`src/rtl/wb_arbiter.sv`:
```
// wb_arbiter: merges ALU results and FIFO-buffered load results into the register-file write port
// Ports: clk, reset (async, active-low); ALU result in (alu_valid/alu_rd/alu_data, alu_ready);
// load result in (mem_valid/mem_rd/mem_data, mem_ready); load issue (issue_valid/issue_rd);
// busy scoreboard out; registered write port (RegWrite/RD/WriteData); fifo_count.
// Optional WB_BYPASS_EN adds rs1/rs2 lookups with fwd1/fwd2 hit and data from the write port.
module wb_arbiter #(
    parameter int DATA_W     = 64,
    parameter int ADDR_W     = 5,
    parameter int FIFO_DEPTH = 4,
    parameter int STARVE_MAX = 3
) (
    input  logic                          clk,
    input  logic                          reset,
    input  logic                          alu_valid,
    input  logic [ADDR_W-1:0]             alu_rd,
    input  logic [DATA_W-1:0]             alu_data,
    output logic                          alu_ready,
    input  logic                          mem_valid,
    input  logic [ADDR_W-1:0]             mem_rd,
    input  logic [DATA_W-1:0]             mem_data,
    output logic                          mem_ready,
    input  logic                          issue_valid,
    input  logic [ADDR_W-1:0]             issue_rd,
    output logic [31:0]                   busy,
    output logic                          RegWrite,
    output logic [ADDR_W-1:0]             RD,
    output logic [DATA_W-1:0]             WriteData,
`ifdef WB_BYPASS_EN
    input  logic [ADDR_W-1:0]             rs1,
    input  logic [ADDR_W-1:0]             rs2,
    output logic                          fwd1_hit,
    output logic                          fwd2_hit,
    output logic [DATA_W-1:0]             fwd1_data,
    output logic [DATA_W-1:0]             fwd2_data,
`endif
    output logic [$clog2(FIFO_DEPTH):0]   fifo_count
);
    localparam int PW = $clog2(FIFO_DEPTH);
    localparam int CW = PW + 1;
    localparam int SW = $clog2(STARVE_MAX + 1);

    logic [ADDR_W-1:0] q_rd   [FIFO_DEPTH];
    logic [DATA_W-1:0] q_data [FIFO_DEPTH];
    logic [PW-1:0]     wptr, rptr;
    logic [SW-1:0]     starve, starve_nxt;
    logic              empty, full, force_ld, pop, take_alu, push;
    logic [ADDR_W-1:0] sel_rd;
    logic [DATA_W-1:0] sel_data;
    logic [31:0]       busy_nxt;

    always_comb begin
        empty    = fifo_count == '0;
        full     = fifo_count == CW'(FIFO_DEPTH);
        force_ld = !empty && starve == SW'(STARVE_MAX);
        pop      = !empty && (force_ld || !alu_valid);
        take_alu = alu_valid && !force_ld;
        push     = mem_valid && !full;
        sel_rd   = pop ? q_rd[rptr] : alu_rd;
        sel_data = pop ? q_data[rptr] : alu_data;
        // once the FIFO is non-empty and not popped, the ALU must have won
        starve_nxt = (pop || empty) ? '0 :
                     (take_alu && starve != SW'(STARVE_MAX)) ? starve + SW'(1) : starve;
        // clear first so a same-cycle issue to the same register wins
        busy_nxt = busy;
        if (pop)
            busy_nxt[q_rd[rptr]] = 1'b0;
        if (issue_valid)
            busy_nxt[issue_rd] = 1'b1;
        busy_nxt[0] = 1'b0;
    end

    assign alu_ready = !force_ld;
    assign mem_ready = !full;

    always_ff @(posedge clk) begin
        if (push) begin
            q_rd[wptr]   <= mem_rd;
            q_data[wptr] <= mem_data;
        end
    end

    always_ff @(posedge clk or negedge reset) begin
        if (!reset) begin
            wptr       <= '0;
            rptr       <= '0;
            fifo_count <= '0;
            starve     <= '0;
            busy       <= '0;
            RegWrite   <= 1'b0;
            RD         <= '0;
            WriteData  <= '0;
        end else begin
            wptr       <= wptr + PW'(push);
            rptr       <= rptr + PW'(pop);
            fifo_count <= fifo_count + CW'(push) - CW'(pop);
            starve     <= starve_nxt;
            busy       <= busy_nxt;
            RegWrite   <= (pop || take_alu) && sel_rd != '0;
            if (pop || take_alu) begin
                RD        <= sel_rd;
                WriteData <= sel_data;
            end
        end
    end

`ifdef WB_BYPASS_EN
    // covers the cycle before the register-file array holds the value
    assign fwd1_hit  = RegWrite && RD != '0 && RD == rs1;
    assign fwd2_hit  = RegWrite && RD != '0 && RD == rs2;
    assign fwd1_data = WriteData;
    assign fwd2_data = WriteData;
`endif
endmodule

```
`config.mk`:
```
export PLATFORM = sky130hd
export DESIGN_NAME = wb_arbiter
export DESIGN_NICKNAME = d
export VERILOG_FILES = /design/src/rtl/wb_arbiter.sv
export SDC_FILE = /design/constraint.sdc
export NUM_CORES = 1
export LEC_CHECK = 0
export BUFFER_PORTS_ARGS = -buffer_cell sky130_fd_sc_hd__buf_2
export CELL_PAD_IN_SITES_DETAIL_PLACEMENT = 1
export CELL_PAD_IN_SITES_GLOBAL_PLACEMENT = 1
export CORE_MARGIN = 2
export CORE_UTILIZATION = 47
export DETAILED_ROUTE_END_ITERATION = 10
export PLACE_DENSITY = 0.84
export SYNTH_ARGS = -nofsm -noshare
export SYNTH_HDL_FRONTEND = slang
export SYNTH_SLANG_ARGS = --single-unit
export TNS_END_PERCENT = 50
```
`constraint.sdc`:
```
create_clock -name clk -period 7.9 [get_ports clk]
set_input_delay 0.79 -clock clk [delete_from_list [all_inputs] [get_ports clk]]
set_output_delay 0.79 -clock clk [all_outputs]
set_load 0.02 [all_outputs]
```
== After elaboration in Yosys (flattened, before gate mapping) ==
Memories as Yosys holds them, arrays and structs flattened.
Index checks and enable logic that the tools add are counted.
Widths: inputs -> output; s select.

* $add $sub $neg: 5
* $mul: 0
* Divide/modulo/power cells: 0
* $lt $le $gt $ge: 4
* Eq/ne operators: 3
* Shifts and indexed selects: 0
* Multiplexer cells: 12
* Bitwise gates (word level): 3
* Reductions and logical operators: 18

{| class="wikitable"
|+ Operators by type and width
! kind !! number
|-
| $mux 32 || 2
|-
| $mux 64 || 1
|-
| $and 32x32->32 || 1
|-
| $not 32->32 || 1
|-
| $or 32x32->32 || 1
|-
| $lt 5x6->1 const B || 2
|-
| $demux 1 s5 || 2
|-
| $ge 5x1->1 const B || 2
|-
| $logic_and 1x1->1 || 8
|-
| $mux 5 || 1
|-
| $reduce_bool 5->1 || 1
|-
| $add 2x1->2 || 2
|-
| $logic_not 1->1 || 4
|-
| $mux 1 || 4
|-
| $mux 2 || 2
|-
| $add 3x1->3 || 1
|-
| $eq 3x3->1 const B || 1
|-
| $logic_not 3->1 || 1
|-
| $logic_or 1x1->1 || 3
|-
| $sub 3x1->3 || 1
|-
| $add 2x1->2 const B || 1
|-
| $eq 2x2->1 const B || 1
|-
| $ne 2x2->1 const B || 1
|-
| $reduce_bool 2->1 || 1
|}

* Bits in registers: 110
* Latch bits: 0
* RAM bits: 276
* ROM bits: 0
* Output and inout port bits: 107
* Logic and storage cells: 55
* Memories kept: 2

{| class="wikitable"
|+ Memory list
! memory !! depth !! width !! rd ports !! clocked after Yosys merged registers in !! write ports !! RTL line !! text
|-
| q_data || 4 || 64 || 1 || 0 || 1 || 43 || <nowiki>logic [DATA_W-1:0] q_data [FIFO_DEPTH];</nowiki>
|-
| q_rd || 4 || 5 || 1 || 0 || 1 || 42 || <nowiki>logic [ADDR_W-1:0] q_rd [FIFO_DEPTH];</nowiki>
|}

== Logic depth before layout (Yosys ltp) ==
Gate-level depths: netlist (run 1).
An unclocked memory read counts as a cell.

* Word-level depth: 10
* Gate-level depth with buffers: 12
* Depth with buffers taken out: 10

== Worst setup path before layout (run 1) ==
No wires, ideal clock.

* Kind: reg2reg
* Start point: register fifo_count[1]
* End point: memory q_data[1][0], enable pin
* Arrival time: 6.047 ns
* Required time: 7.305 ns
* Setup slack: 1.258 ns
* Cell stages (with the launch flop): 4
* Period minus slack after synthesis: 6.642 ns
* Cells stage by stage: dfrtp_1 > or3b_2 > nand2_1 > nor3b_1

* Longest elaborated chain between the ends: 5

{| class="wikitable"
|+ Ends and longest elaborated chain
! item !! RTL line !! text
|-
| start, declared || 36 || <nowiki>output logic [$clog2(FIFO_DEPTH):0] fifo_count</nowiki>
|-
| start signal, assigned || 95 || <nowiki>fifo_count <= fifo_count + CW'(push) - CW'(pop);</nowiki>
|-
| $eq 3x3->1 || 53 || <nowiki>full = fifo_count == CW'(FIFO_DEPTH);</nowiki>
|-
| $logic_not 1->1 || - ||
|-
| via mem_ready || 21 || <nowiki>output logic mem_ready,</nowiki>
|-
| $logic_and 1x1->1 || 57 || <nowiki>push = mem_valid && !full;</nowiki>
|-
| $mux 1 || 76 || <nowiki>if (push) begin</nowiki>
|-
| $mux 1 (not written as such) || 78 || <nowiki>q_data[wptr] <= mem_data;</nowiki>
|-
| end, declared || 43 ||
|}

The timed path passes the listed nets, and every way through them passes these cells.

== Final worst setup path (run 1) ==
* Start point: register rptr[0]
* End point: register WriteData[57]

* Longest elaborated chain between the ends: 2

{| class="wikitable"
|+ Ends and longest elaborated chain
! item !! RTL line !! text
|-
| start, declared || 44 || <nowiki>logic [PW-1:0] wptr, rptr;</nowiki>
|-
| start signal, assigned || 94 || <nowiki>rptr <= rptr + PW'(pop);</nowiki>
|-
| $mem_v2 4x64 || - ||
|-
| $mux 64 || 59 || <nowiki>sel_data = pop ? q_data[rptr] : alu_data;</nowiki>
|-
| end signal, assigned || 101 || <nowiki>WriteData <= sel_data;</nowiki>
|-
| end, declared || 27 || <nowiki>output logic [DATA_W-1:0] WriteData,</nowiki>
|}

Every way passes these cells.
A chain may end at the register's enable or synchronous reset.

==> run metrics, run 1 <==
Final Hold Fails 0; GP Congestion 0.821; first-pass GRT wire length 62,400 um; HPWL after DPL 25,200 um; Max-slew headroom 0.215; CTS Hold Bufs 0; placed cell areas 17,000 sq um; post-synth top area share 0.540; crit path max fanout 42; DRT met1 WL 16,600 um; Setup Buffers After CTS 0; ranking of synthesized cells by area edfxtp_1 (54%), dfrtp_1 (18%), mux4_2 (10%); Area growth syn-to-layout 19.6%; Starting Density 0.474; Leak 6.89 nW; Die H 185 um; max-cap viol count 0; crit-path cells buf_4, mux4_2, nand3_1, a31oi_1; vias in the first global route 10.5k; Arr. time, crit path 3.07 ns; Clock transition at path regs 0.06 ns; vias per inst 5.82; Setup crit end kind flip-flop; register-to-register setup slack 5.16 ns; mean post-synth cell area 16.0 sq um; mapped cell area 15,400 sq um; most common cell after layout, fill and taps aside edfxtp_1; grt ovf 0; pin count of the biggest net entering global routing 107; Total Wirelength 41,400 um; Most used DFF post-synth edfxtp_1; FILL cells 3,156; Die Wd 185 um; CTS root buffer clkbuf_16; critical path launch point type flip-flop; outcome finished, final reports clean; met2 WL 21,300 um; CTS Buf Count 42; Seq/Total Area, Yosys 0.719; Max VDD drop 235 uV; synthesized flop and latch total 386; CTS-repair resized insts 0; met3 WL 2450 um; share of cells above drive strength 1 0.333; I/O pins 255; RSZ-0062 raised after global routing false; crit path time final 2.74 ns; Final period util 0.347; DRT iter0 DRCs 588; H-Tree Depth 2; # rows 66; HP Class input port to asynchronous set/reset pin; Fin Setup TNS 0 ns; GRT Overall Usage 0.244; Highest Signal Layer met5; PortBufs 253; Setup Skew 0.0202 ns; Pwr Density 408 nW/um^2; clk_lat worst skew 0.53 ns; drt wl/cell 24.8 um; total core area 32,400 sq um; 1st-pass router iterations 5; Layout Nets 1,342; Pwr Total 7.49 mW; CTS tree done; post-synth cell types 39; final instance area 18,400 sq um; setup ws final 5.16 ns; Mapped Cells 961; commonest cells after routing, fill and taps aside edfxtp_1 (276), buf_2 (252), dfrtp_1 (108), a31oi_1 (98), nand3_1 (71); via count 9,740; Final setup viols 0; dpl ws 5.02 ns; Crit path required time 8.23 ns; area leader, netlist edfxtp_1; slowest cell on the critical path dfrtp_4; Sinks on Clock Net 386; max-slew violations 0; Syn. warnings 0; Worst Path Class, Setup flip-flop to flip-flop; Synth Net Count 1,115; Residual DRC 0; Bufs on Longest Clock Path 3; number of flops mapped to enable cells by yosys 276; Slowest Stage Delay on Critical Path 0.81 ns; DRT antenna net count 0; initial antenna violation count 12; Synth async-reset ratio 0.285; Tightest Pin Transition 1.18 ns; Fmax 365 MHz; Die ar. 34,100 sq um
## cell usage after synthesis, drive strengths merged (2+ instances only)
master,number
edfxtp,276
dfrtp,110
a31oi,98
nand3,71
nor2,70
mux4,69
o21ai,67
clkbuf,52
a21oi,46
buf,30
a21boi,16
nor3b,6
and3b,5
ha,5
nor3,5
and3,4
inv,4
nor2b,3
a211oi,2
mux2i,2
nor4b,2
o211ai,2
or4,2
xnor2,2
xor2,2
## through the flow
stage,std cells,util,hold slack [ns]
6_report,1673,0.567,0.293
5_1_grt,1670,0.567,0.311
4_1_cts,1663,0.567,0.295
3_5_place_dp,1586,0.524,0.440
3_3_place_gp,1586,0.524,0.432
2_1_floorplan,961,-,0.419
## layout make-up
type | count | area [sq um] | share of cell area
Clock inverter | 10 | 156 | 0.00851
Multi-Input combinational cell | 489 | 3990 | 0.217
Tap cell | 442 | 553 | 0.0301
Inverter | 4 | 15.0 | 0.000817
Antenna cell | 10 | 25.0 | 0.00136
Timing Repair Buffer | 265 | 1360 | 0.0740
Clock buffer | 67 | 1230 | 0.0668
Sequential cell | 386 | 11000 | 0.601
## state kept, by name, summed over array words and instances (netlist names)
signal / flops
busy: 31
q_data: 256
RegWrite: 1
q_rd: 20
WriteData: 64
RD: 5
fifo_count: 3
rptr: 2
starve: 2
wptr: 2
## per-layer routing
| metal | up-vias | GRT usage |
|---|---|---|
| li1 | 4253 | - |
| met1 | 5097 | 0.312 |
| met2 | 315 | 0.420 |
| met3 | 67 | 0.0466 |
| met4 | 8 | 0.0860 |
| met5 | - | 0 |
## where the power goes
group          leakage, nW  internal, mW  switching (mW)
clock network        0.669          1.19           0.771
logic                 2.38         0.912            1.42
registers             3.84          2.79           0.403
## cell families after synthesis
| family | share of synthesized area |
|---|---|
| DFF | 0.719 |
| AOI/OAI and AO/OA | 0.0870 |
| and+or+nand+nor | 0.0589 |
| buffers and inverters | 0.0244 |
| muxes | 0.103 |
| adders and majority gates | 0.00538 |
| xor gates and xnor gates | 0.00228 |
| other | 0.000244 |
## worst paths after layout
kind	cells after the start	startpoint	endpoint
hold / removal	1	reset	WriteData[9]$_DFFE_PN0P_
hold reg to reg	1	starve[0]$_DFFE_PN0P_	starve[0]$_DFFE_PN0P_
max in group asynchronous	2	reset	rptr[1]$_DFF_PN0_
min in group clk	1	starve[0]$_DFFE_PN0P_	starve[0]$_DFFE_PN0P_
setup / recovery	4	rptr[0]$_DFF_PN0_	WriteData[57]$_DFFE_PN0P_
setup reg to reg	4	rptr[0]$_DFF_PN0_	WriteData[57]$_DFFE_PN0P_
## worst max-delay path: cells and delay by family (launching register included)
| family | cells | cell delay, ns |
|---|---|---|
| AO/OA/AOI/OAI | 1 | 0.12 |
| multiplexers | 1 | 0.63 |
| AND/OR/NAND/NOR | 1 | 0.12 |
| buffers and inverters | 1 | 0.80 |
| flip-flops | 1 | 0.81 |
Power figures use the tool's default switching activity.
==> inputs of run 2 (changes only) <==
--- a/config.mk
+++ b/config.mk
@@ -9,9 +9,9 @@
 export CELL_PAD_IN_SITES_DETAIL_PLACEMENT = 1
 export CELL_PAD_IN_SITES_GLOBAL_PLACEMENT = 1
 export CORE_MARGIN = 2
-export CORE_UTILIZATION = 47
+export CORE_UTILIZATION = 42
 export DETAILED_ROUTE_END_ITERATION = 10
-export PLACE_DENSITY = 0.84
+export PLACE_DENSITY = 0.79
 export SYNTH_ARGS = -nofsm -noshare
 export SYNTH_HDL_FRONTEND = slang
 export SYNTH_SLANG_ARGS = --single-unit
==> constraint.sdc (replaced) <==
create_clock -name clk -period 2.4 [get_ports clk]
set_input_delay 0.24 -clock clk [delete_from_list [all_inputs] [get_ports clk]]
set_output_delay 0.24 -clock clk [all_outputs]
set_load 0.02 [all_outputs]
==> run metrics, run 2 (same netlist as run 1, synthesis figures left out) <==
Largest register FFs 256 (unchanged); clk_lat worst skew 0.54 ns (was 0.53 ns); HPWL after DPL 24,900 um (was 25,200 um); Die Wd 195 um (was 185 um); # rows 70 (was 66); crit path buf inv count 2 (was 1); crit-path cells or3b_4, nand2_4, ha_1, inv_1, ha_1, inv_1, fa_1, xnor2_1, xnor2_1 (was buf_4, mux4_2, nand3_1, a31oi_1); vias in the first global route 11.6k (was 10.5k); Largest Register q_data (unchanged); Setup Skew 0.0128 ns (was 0.0202 ns); max-slew violations 0 (unchanged); Bufs on Longest Clock Path 3 (unchanged); Total Wirelength 43,300 um (was 41,400 um); CTS root buffer clkbuf_16 (unchanged); grt ovf 0 (unchanged); Slowest Stage Delay on Critical Path 0.42 ns (was 0.81 ns); Leak 7.58 nW (was 6.89 nW); Die H 195 um (was 185 um); Final period util 0.926 (was 0.347); DRT iter0 DRCs 642 (was 588); Layout Nets 1,491 (was 1,342); most common cell after layout, fill and taps aside edfxtp_1 (unchanged); Sinks on Clock Net 386 (unchanged); 1st-pass router iterations 6 (was 5); RSZ-0062 raised after global routing false (unchanged); Final setup viols 0 (unchanged); crit path max fanout 5 (was 42); Residual DRC 0 (unchanged); HP Class input port to flip-flop (was input port to asynchronous set/reset pin); Setup Buffers After CTS 0 (unchanged); slowest cell on the critical path dfrtp_1 (was dfrtp_4); drt wl/cell 23.5 um (was 24.8 um); Pwr Total 25.3 mW (was 7.49 mW); Final Hold Fails 0 (unchanged); launching point of the worst reg2reg path fifo_count[0]$_DFF_PN0_ (was rptr[0]$_DFF_PN0_); Levels on crit path 9 (was 4); Max-slew headroom 0.402 (was 0.215); Starting Density 0.423 (was 0.474); GRT Overall Usage 0.230 (was 0.244); worst flop-to-flop path endpoint fifo_count[2]$_DFF_PN0_ (was WriteData[57]$_DFFE_PN0P_); reg2reg path depth 9 (was 4); Area growth syn-to-layout 30.2% (was 19.6%); outcome finished, final reports clean (unchanged); hold path endpoint WriteData[53]$_DFFE_PN0P_; commonest cells after routing, fill and taps aside edfxtp_1 (276), buf_2 (252), dlygate4sd3_1 (131), dfrtp_1 (106), a31oi_1 (98) (was edfxtp_1 (276), buf_2 (252), dfrtp_1 (108), a31oi_1 (98), nand3_1 (71)); Tightest Pin Transition 0.897 ns (was 1.18 ns); Die ar. 38,100 sq um (was 34,100 sq um); H-Tree Depth 2 (unchanged); crit path time final 2.22 ns (was 2.74 ns); via count 10.3k (was 9,740); Max VDD drop 711 uV (was 235 uV); vias per inst 5.60 (was 5.82); GP Congestion 0.786 (was 0.821); Non-Filler Instances 1,843 (was 1,673); Pwr Density 1260 nW/um^2 (was 408 nW/um^2); Worst Hold Depth 3; Worst Hold Launch alu_data[53]; FILL cells 3,518 (was 3,156); PortBufs 253 (unchanged); biggest regs q_data x256, WriteData x64, busy x31 (unchanged); total core area 36,300 sq um (was 32,400 sq um); pin count of the biggest net entering global routing 75 (was 107); critical path launch point type flip-flop (unchanged); Fmax 450 MHz (was 365 MHz); share of cells above drive strength 1 0.314 (was 0.333); Worst Path Class, Setup flip-flop to flip-flop (unchanged); register area 11,100 sq um (was 11,000 sq um); CTS Buf Count 42 (unchanged); Placed Cells 1,630 (was 1,586); Clock transition at path regs 0.06 ns (about the same); register-to-register setup slack 0.18 ns (was 5.16 ns); CTS tree done (unchanged); DRT antenna net count 0 (unchanged); Arr. time, crit path 2.68 ns (was 3.07 ns); CTS-repair resized insts 0 (unchanged); initial antenna violation count 5 (was 12); max-cap viol count 0 (unchanged); Multi-input gate area 4020 sq um (was 3990 sq um); CP top delay family adder cells (was flip-flops); I/O pins 255 (unchanged); Crit path required time 2.86 ns (was 8.23 ns); first-pass GRT wire length 67,400 um (was 62,400 um); Setup crit end kind flip-flop (unchanged)
-- run 2: worst min-delay path, cell delays in order --
cell	delay, ns
buf_2	0.10
o21ai_0	0.09
a31oi_1	0.10
-- run 2: worst max path at each step --
stage,endpoint,start,slack [ns]
CTS,fifo_count[2]$_DFF_PN0_,fifo_count[1]$_DFF_PN0_,0.18
floorplan,q_data[1][0]$_DFFE_PP_,fifo_count[2]$_DFF_PN0_,-0.69
finish,fifo_count[2]$_DFF_PN0_,fifo_count[0]$_DFF_PN0_,0.18
global route,fifo_count[2]$_DFF_PN0_,fifo_count[0]$_DFF_PN0_,0.04
global placement,fifo_count[2]$_DFF_PN0_,fifo_count[1]$_DFF_PN0_,0.25
detailed placement,fifo_count[2]$_DFF_PN0_,fifo_count[1]$_DFF_PN0_,0.20
-- run 2: repair_timing --
action                                  4_1_cts  5_1_grt
endpoints found under the setup margin        0        0
hold endpoints to repair                    447        0
hold buffers                                131        0
-- run 2: routing by layer --
metal	GRT usage	vias up	wire, um	part of all wire
li1	-	4551	-	-
met1	0.279	5345	17300	0.40
met2	0.413	332	22600	0.52
met3	0.0380	95	2080	0.048
met4	0.0845	2	1330	0.031
met5	0	-	13	0.00030
-- run 2: power by group --
part / internal (mW) / switching, mW / leakage, nW
registers: 9.17 / 0.872 / 3.84
logic: 3.39 / 5.31 / 3.06
clock network: 3.94 / 2.61 / 0.683
total: 16.5 / 8.79 / 7.58
-- run 2: per-stage QoR --
stage	utilization	hold WS [ns]	cell area [sq um]	worst slack [ns]	TNS (ns)
finish	0.551	0.0254	20000	0.178	0
global route	0.551	0.000127	20000	0.0362	0
CTS	0.551	0.00677	20000	0.181	0
detailed placement	0.476	0.302	17300	0.204	0
global placement	0.476	0.302	17300	0.250	0
floorplan	-	-0.0556	15400	-0.692	-178.51
-- run 2: area by class of cell --
cell class,count,share of cell area
sequential,386,0.553
multi-input combinational,489,0.201
timing repair buffer,414,0.146
clock buffer,60,0.0585
tap,468,0.0293
clock inverter,18,0.0114
inverter,4,0.000751
antenna,4,0.000501
